===== config.mk =====
export PLATFORM = sky130hd
export DESIGN_NAME = rect_fill_engine
export DESIGN_NICKNAME = d
export VERILOG_FILES = /design/src/rtl/fill_pkg.sv /design/src/rtl/raster_walker.sv /design/src/rtl/rect_fill_engine.sv
export SDC_FILE = /design/constraint.sdc
export NUM_CORES = 1
export LEC_CHECK = 0
export ABC_AREA = 1
export CORE_ASPECT_RATIO = 1.25
export CORE_MARGIN = 2
export CORE_UTILIZATION = 50
export CTS_CLUSTER_DIAMETER = 30
export DETAILED_ROUTE_END_ITERATION = 8
export GPL_TIMING_DRIVEN = 1
export PLACE_DENSITY = 0.83
export SYNTH_ARGS = -nofsm -noshare
export SYNTH_HDL_FRONTEND = slang
export SYNTH_SLANG_ARGS = --single-unit

===== constraint.sdc =====
create_clock -name clk -period 2.46 [get_ports clk]
set_clock_uncertainty 0.05 [all_clocks]
set_input_delay 0.246 -clock clk [delete_from_list [all_inputs] [get_ports clk]]
set_output_delay 0.246 -clock clk [all_outputs]
set_load 0.02 [all_outputs]

===== src/rtl/fill_pkg.sv =====
// Shared widths, screen bounds and FSM encoding for the rectangle-fill engine.
package fill_pkg;

  localparam int unsigned DEF_X_W      = 8;
  localparam int unsigned DEF_Y_W      = 7;
  localparam int unsigned DEF_COLOR_W  = 3;
  localparam int unsigned DEF_CNT_W    = 17;
  localparam int unsigned DEF_SCREEN_W = 160;
  localparam int unsigned DEF_SCREEN_H = 120;

  typedef enum logic [1:0] {
    IDLE,
    START,
    RUN,
    DONE
  } state_t;

endpackage


===== src/rtl/raster_walker.sv =====
// Column/row/index walker for a rectangle. Column wraps at w-1 and bumps the row.
module raster_walker
  import fill_pkg::*;
#(
  parameter int unsigned X_W   = DEF_X_W,
  parameter int unsigned Y_W   = DEF_Y_W,
  parameter int unsigned CNT_W = DEF_CNT_W
) (
  input  logic             clk,
  input  logic             resetn,
  input  logic             clear,
  input  logic             advance,
  input  logic [X_W-1:0]   w,
  output logic [X_W-1:0]   col,
  output logic [Y_W-1:0]   row,
  output logic [CNT_W-1:0] idx,
  output logic             last
);

  assign last = (col == w - X_W'(1));

  always_ff @(posedge clk or negedge resetn) begin
    if (!resetn) begin
      col <= '0;
      row <= '0;
      idx <= '0;
    end else if (clear) begin
      col <= '0;
      row <= '0;
      idx <= '0;
    end else if (advance) begin
      idx <= idx + CNT_W'(1);
      if (last) begin
        col <= '0;
        row <= row + Y_W'(1);
      end else begin
        col <= col + X_W'(1);
      end
    end
  end

endmodule


===== src/rtl/rect_fill_engine.sv =====
// Rectangle-fill initiator: starts the external index counter and turns each
// streamed index into a clipped, registered VGA plot write.
module rect_fill_engine
  import fill_pkg::*;
#(
  parameter int unsigned X_W      = DEF_X_W,
  parameter int unsigned Y_W      = DEF_Y_W,
  parameter int unsigned COLOR_W  = DEF_COLOR_W,
  parameter int unsigned CNT_W    = DEF_CNT_W,
  parameter int unsigned SCREEN_W = DEF_SCREEN_W,
  parameter int unsigned SCREEN_H = DEF_SCREEN_H
) (
  input  logic               clk,
  input  logic               resetn,
  input  logic               req_valid,
  output logic               req_ready,
  input  logic [X_W-1:0]     req_x0,
  input  logic [Y_W-1:0]     req_y0,
  input  logic [X_W-1:0]     req_w,
  input  logic [Y_W-1:0]     req_h,
  input  logic [COLOR_W-1:0] req_color,
  output logic               cnt_start,
  output logic [CNT_W-1:0]   cnt_limit,
  input  logic               cnt_counting,
  input  logic [CNT_W-1:0]   cnt_result,
  output logic [X_W-1:0]     vga_x,
  output logic [Y_W-1:0]     vga_y,
  output logic [COLOR_W-1:0] vga_colour,
  output logic               vga_plot,
  output logic               done,
  output logic               seq_err
);

  localparam logic [X_W:0] SCR_W = (X_W+1)'(SCREEN_W);
  localparam logic [Y_W:0] SCR_H = (Y_W+1)'(SCREEN_H);

  state_t state_q, state_d;

  logic [X_W-1:0]     x0_q, w_q;
  logic [Y_W-1:0]     y0_q, h_q;
  logic [COLOR_W-1:0] color_q;
  logic               full_q;

  logic [X_W-1:0]   col;
  logic [Y_W-1:0]   row;
  logic [CNT_W-1:0] idx;
  logic             walk_last;

  logic accept, walk_clear, walk_adv, emit, err_set;
  logic [X_W:0] sum_x;
  logic [Y_W:0] sum_y;
  logic in_screen;

  assign req_ready = (state_q == IDLE) & ~cnt_counting;
  assign accept    = req_valid & req_ready;
  assign sum_x     = {1'b0, x0_q} + {1'b0, col};
  assign sum_y     = {1'b0, y0_q} + {1'b0, row};
  assign in_screen = (sum_x < SCR_W) && (sum_y < SCR_H);

  raster_walker #(
    .X_W   (X_W),
    .Y_W   (Y_W),
    .CNT_W (CNT_W)
  ) u_walker (
    .clk     (clk),
    .resetn  (resetn),
    .clear   (walk_clear),
    .advance (walk_adv),
    .w       (w_q),
    .col     (col),
    .row     (row),
    .idx     (idx),
    .last    (walk_last)
  );

  always_ff @(posedge clk or negedge resetn) begin
    if (!resetn) state_q <= IDLE;
    else         state_q <= state_d;
  end

  always_comb begin
    state_d    = state_q;
    walk_clear = 1'b0;
    walk_adv   = 1'b0;
    emit       = 1'b0;
    err_set    = 1'b0;
    cnt_start  = 1'b0;
    done       = 1'b0;
    case (state_q)
      IDLE: begin
        if (accept) begin
          if (req_w == '0 || req_h == '0) state_d = DONE;
          else                            state_d = START;
        end
      end
      START: begin
        cnt_start  = 1'b1;
        walk_clear = 1'b1;
        state_d    = RUN;
      end
      RUN: begin
        if (!cnt_counting) begin
          // idx still zero means the counter never produced a single index
          if (idx == '0) err_set = 1'b1;
          state_d = DONE;
        end else if (full_q) begin
          err_set = 1'b1;
        end else begin
          emit     = 1'b1;
          walk_adv = 1'b1;
          if (cnt_result != idx) err_set = 1'b1;
        end
      end
      DONE: begin
        done    = 1'b1;
        state_d = IDLE;
      end
      default: state_d = IDLE;
    endcase
  end

  always_ff @(posedge clk or negedge resetn) begin
    if (!resetn) begin
      x0_q       <= '0;
      y0_q       <= '0;
      w_q        <= '0;
      h_q        <= '0;
      color_q    <= '0;
      cnt_limit  <= '0;
      seq_err    <= 1'b0;
      full_q     <= 1'b0;
      vga_x      <= '0;
      vga_y      <= '0;
      vga_colour <= '0;
      vga_plot   <= 1'b0;
    end else begin
      if (accept) begin
        x0_q      <= req_x0;
        y0_q      <= req_y0;
        w_q       <= req_w;
        h_q       <= req_h;
        color_q   <= req_color;
        cnt_limit <= CNT_W'(req_w) * CNT_W'(req_h);
        seq_err   <= 1'b0;
      end else if (err_set) begin
        seq_err <= 1'b1;
      end
      // Walking off the last column of the last row is exactly idx reaching w*h
      if (walk_clear)
        full_q <= 1'b0;
      else if (walk_adv && walk_last && row == h_q - Y_W'(1))
        full_q <= 1'b1;
      vga_plot <= emit & in_screen;
      if (emit) begin
        vga_x      <= sum_x[X_W-1:0];
        vga_y      <= sum_y[Y_W-1:0];
        vga_colour <= color_q;
      end
    end
  end

endmodule


* Yosys cells after proc, flatten, opt, wreduce, memory -nomap -nowiden *
Cells that the tools add are included.

storage, ports and cells
  memories = 0
  logic and storage cells = 78
  latch bits = 0
  memory bits (writable) = 0
  output and inout bits = 40
  memory bits (read-only) = 0
  register bits after elaboration = 103

cells by class
  muxes and demuxes = 26
  reduce and logical (&&, ||, !) cells = 14
  add/sub/neg operators = 7
  multiply operators = 1
  divide/modulo/power cells = 0
  bitwise operators = 4
  eq/ne operators = 8
  shifts and indexed selects = 0
  $lt $le $gt $ge = 2

operator list
  kind                     number
  $mux W17                 2
  $mux W8                  3
  $mux W7                  3
  $add A17 B1 Y17 const B  1
  $logic_not A17 Y1        1
  $ne A17 B17 Y1           1
  $mul A8 B7 Y15           1
  $mux W1                  14
  $add A8 B8 Y9            1
  $lt A9 B8 Y1 const B     1
  $add A7 B7 Y8            1
  $add A8 B1 Y8 const B    1
  $eq A8 B8 Y1             1
  $logic_not A8 Y1         1
  $lt A8 B7 Y1 const B     1
  $pmux W2 S4              1
  $reduce_bool A2 Y1       4
  $sub A8 B1 Y8 const B    1
  $add A7 B1 Y7 const B    1
  $eq A7 B7 Y1             1
  $logic_not A7 Y1         1
  $sub A7 B1 Y7 const B    1
  $mux W2                  3
  $eq A2 B2 Y1 const B     2
  other kinds (8)          14

* Depth between registers and ports, before layout *
  depth in word-level cells = 7
  depth in mapped cells = 19
  mapped depth without buffers = 18

* Modules after synthesis *
Synthesis repeated with hierarchy kept, for this count alone.

unflattened totals
  cells, all modules = 1110
  area, all modules = 8095.3 um^2

modules (own cells, without submodules)
  module            area each (um^2)  cells each  seq. area each (um^2)  times used
  rect_fill_engine  5935.7            818         1776.7                 1
  raster_walker     2159.6            292         800.8                  1

* Least setup slack after synthesis *
No wires, ideal clock.

  kind = input -> register
  from = in req_h[6]
  to = reg cnt_limit[11]
  stages on the path = 16
  arrival time = 3828 ps
  required time = 2292 ps
  slack = -1535 ps
  buffers on the path = 1
  cell sequence = clkbuf_1 > nand2_1 > fa_1 > fa_1 > inv_1 > fa_1 > inv_1 > fa_1 > inv_1 > ha_1 > a21oi_1 > inv_1 > o21ai_0 > nand4_1 > nand3_1 > nand2_1

between the ends
  cells in the longest elaborated chain, start to end = 1

ends and longest elaborated chain
  item                    RTL line                 source
  start: declaration      rect_fill_engine.sv:20   input logic [Y_W-1:0] req_h,
  $mul A8 B7 Y15          rect_fill_engine.sv:143  cnt_limit <= CNT_W'(req_w) * CNT_W'(req_h);
  end signal: assignment  rect_fill_engine.sv:143
  end: declaration        rect_fill_engine.sv:23   output logic [CNT_W-1:0] cnt_limit,

No other way between the ends.
A chain may end at the register's enable or synchronous reset.

* Worst setup path after layout *
  from = in req_h[4]
  to = reg cnt_limit[8]

The elaborated chain is that of the path after synthesis.

==> results.txt <==
Static timing analysis puts the maximum clock frequency at 0.294 GHz. TritonCTS built the clock tree. For the global-route wire length before repair, the log shows 33800 um.

The number of nets in the layout was 1361; the number of library cell types mapped by synthesis was 40. Setup violations remaining at the end of the flow were counted as 11. The part of the cycle the worst path needs is 1.38, and the number of flip-flops and latches in the synthesized netlist is 103.

The final global-route overflow total came out at 0. The critical path is of the input pin to flop type. The commonest cells after synthesis are 328 x sky130_fd_sc_hd__nand2_1, 168 x sky130_fd_sc_hd__inv_1, 103 x sky130_fd_sc_hd__dfrtp_1. Post-detailed-route count of antenna-violating nets: 0. The floorplan step defined a die boundary enclosing 17100 sq um. The min-delay analysis places its worst path in the category input pin to flop.

The tools report the overall fraction of global-route tracks in use as 0.246. The weighted congestion at the end of routability-driven global placement was 0.926; the area fraction in compound gates after synthesis was 0.0765. The tools report the via count of the first global-routing pass as 7482. The wire-length estimate of the detail-placed layout is 15300 um. Data on the critical path arrives at its endpoint at 3.59 ns. The clock net in this run drives a total of 103 sinks. For this design the ratio of total power to cell area is 944 nW/um^2. The fraction of final layout cells sized beyond drive strength 1 is 0.142. The async set-or-reset flop fraction in the synthesized netlist is 1.00, and the number of synthesized flops with an enable pin is 0. The routed design has 20300 um of wire. The xor/xnor cell area share of the yosys netlist works out to 0.0415. 0 antenna diodes ended up in the layout.

The tools report the final standard cell count with taps included and fillers excluded as 1434. The synthesized netlist occupies a cell area of 8020 sq um. The share of cell area taken by muxes after synthesis came out at 0. The simple-gate share of the synthesized area was 0.291. The mean instance size in the synthesized netlist works out to 7.29 sq um. In this run, placement finished with an instance count of 1416. By area, the combinational part of the netlist is dominated by simple AND/OR/NAND/NOR gates. The width of the die works out to 117 um. The clock root buffer is sky130_fd_sc_hd__clkbuf_16. STA classifies the critical path endpoint as a flop. The floorplan has 51 rows. The I/O pin count came out at 94.

The cell count after synthesis came out at 1099. The warning count from the yosys run is 0. The number of port buffers is 91. The checks that failed: negative setup slack. The top cell type's share of synthesized area was 0.322; the die height was 146 um.

Counting I/O delays and the setup requirement, the final critical path takes 3.40 ns. The run gives 2.65 ns as the data required time of the worst path. The tightest hold path in the finished design has a slack of 0.238 ns.

The register area share after synthesis was 0.322; the starting DRC count in detailed routing was 396. Entering global routing, the biggest net connects 77 pins. The cell type contributing the most total cell area after synthesis is sky130_fd_sc_hd__dfrtp_1. The fraction of the mapped netlist area in adder cells is 0.170. The CTS clock-pin slew for the worst setup and hold paths is 0.07 ns, and the initial antenna violation count is 0. The number of clock buffers added by TritonCTS is 9. The total area inside the core boundary comes to 15600 sq um.

The count of final max-slew check failures is 0, and the via count is 7530. In the final routed layout, each cell accounts on average for 14.1 um. For the minimum setup slack in the final design, the log shows -0.939 ns.

The maximum fanout count along the critical path is 4. The clock passes through at most 2 buffers. The via density per instance is 5.25, and the number of iterations in the first detailed-routing pass is 6. The reported max-cap violation count is 0, and the post-synthesis to final-layout area growth is 26.6%. The most common cell in the synthesized netlist is sky130_fd_sc_hd__nand2_1. The flow ran to the end, but the final reports show violations. The tools report the initial core utilization as 0.513.

Yosys attributes the largest share of cell area to sky130_fd_sc_hd__dfrtp_1 32%, sky130_fd_sc_hd__nand2_1 15%, sky130_fd_sc_hd__ha_1 9.2%. IR analysis of the VDD net gives a maximum drop of 532 uV. Setup repair after global routing could not meet its margin everywhere. In the routed design, unresolved DRC markers number 0.

Clock insertion delay at the later pin of the skew report: 0.36 ns. The worst setup path is launched from an input pin. The main flop type after synthesis is sky130_fd_sc_hd__dfrtp_1. The analysis attributes to cell leakage a power of 5.31 nW.

The logs give 0 for the count of endpoints failing hold in the final timing report and 3 for the level count of the clock H-tree.
-- worst max-delay path, stage by stage --
cell,delay [ns]
sky130_fd_sc_hd__buf_8,0.10
sky130_fd_sc_hd__buf_6,0.11
sky130_fd_sc_hd__nand2_4,0.04
sky130_fd_sc_hd__inv_2,0.03
sky130_fd_sc_hd__fa_1,0.56
sky130_fd_sc_hd__fa_1,0.45
sky130_fd_sc_hd__fa_1,0.54
sky130_fd_sc_hd__inv_2,0.04
sky130_fd_sc_hd__fa_1,0.49
sky130_fd_sc_hd__inv_2,0.05
sky130_fd_sc_hd__ha_4,0.25
sky130_fd_sc_hd__a21oi_4,0.16
sky130_fd_sc_hd__inv_2,0.06
sky130_fd_sc_hd__a31oi_1,0.19
sky130_fd_sc_hd__xor2_1,0.19
sky130_fd_sc_hd__o21ai_1,0.08
-- cells by family (layout without fill, tap and decap cells) --
group | after synthesis | count (layout)
simple gates | 541 | 541
buf+inv | 210 | 332
compound gates | 116 | 116
flops | 103 | 103
fa+ha+maj | 90 | 90
xor+xnor | 38 | 38
other cells | 1 | 2
-- area by class of cell --
type                       count  area, sq um
tap                          212          265
timing repair buffer         142         1360
fill                        1323         5480
inverter                     174          653
sequential                   103         2580
clock buffer                   9          225
clock inverter                 7         70.1
multi-input combinational    787         5000
-- worst paths after layout --
kind                            slack (ns)  cells after the start        from              end
worst min-delay path                  0.24                      4    req_h[6]           h_q[6]
worst max-delay path                 -0.94                     16    req_h[4]     cnt_limit[8]
min in group asynchronous             0.30                      2      resetn         vga_x[6]
max in group asynchronous             1.32                      3      resetn  u_walker.row[3]
worst max register to register        0.30                      8  state_q[0]  u_walker.col[3]
worst min register to register        0.42                      2    vga_y[0]         vga_y[0]
-- cell usage in the layout (no fill, tap or decap), types with 20 or more instances in the layout --
cell	Yosys	routed
sky130_fd_sc_hd__nand4_1	23	23
sky130_fd_sc_hd__inv_1	168	154
sky130_fd_sc_hd__ha_1	59	51
sky130_fd_sc_hd__o21ai_0	63	52
sky130_fd_sc_hd__xor2_1	20	20
sky130_fd_sc_hd__fa_1	31	30
sky130_fd_sc_hd__nand2_1	328	312
sky130_fd_sc_hd__nor2_1	71	66
sky130_fd_sc_hd__buf_4	2	40
sky130_fd_sc_hd__clkdlybuf4s50_1	0	76
sky130_fd_sc_hd__dfrtp_1	103	103
sky130_fd_sc_hd__inv_2	6	20
sky130_fd_sc_hd__nand3_1	76	69
-- per-layer routing --
layer  track usage  share of wire  vias to the layer above
met4         0.101          0.031                        0
li1              -              -                     3694
met1         0.281           0.39                     3583
met2         0.453           0.54                      199
met5             0              0                        -
met3        0.0308          0.042                       54
-- sequential cells by signal, summed over array words and instances (netlist names), 2 cells and up --
name and cells:
w_q 8, y0_q 7, vga_y 7, cnt_limit 15, u_walker.col 8, state_q 2
vga_colour 3, color_q 3, x0_q 8, u_walker.idx 17, h_q 7, u_walker.row 7
vga_x 8
-- report_power, final --
part	internal [mW]	switching (mW)
logic	2.34	3.11
clock network	0.791	0.666
registers	2.25	0.420
total	5.38	4.20
-- through the flow --
step | TNS, ns | worst slack (ns) | total power [mW] | util | instance area, sq um
finish | -7.95 | -0.939 | 9.58 | 0.649 | 10100
global route | -9.29 | -1.07 | 10.3 | 0.649 | 10100
CTS | -8.14 | -0.909 | 9.55 | 0.644 | 10100
detailed placement | -18.57 | -1.77 | 7.70 | 0.611 | 9560
global placement | -18.14 | -1.74 | 7.56 | 0.611 | 9560
floorplan | -9.98 | -1.11 | 5.96 | - | 8230
-- timing repair --
item	CTS	global route
endpoints found under the setup margin	12	11
pin swaps	31	29
resized for setup	118	24
setup buffers	1	0
hold buffers	1	0
gates cloned	0	0
hold endpoints to repair	27	0
Power figures use the tool's default switching activity.
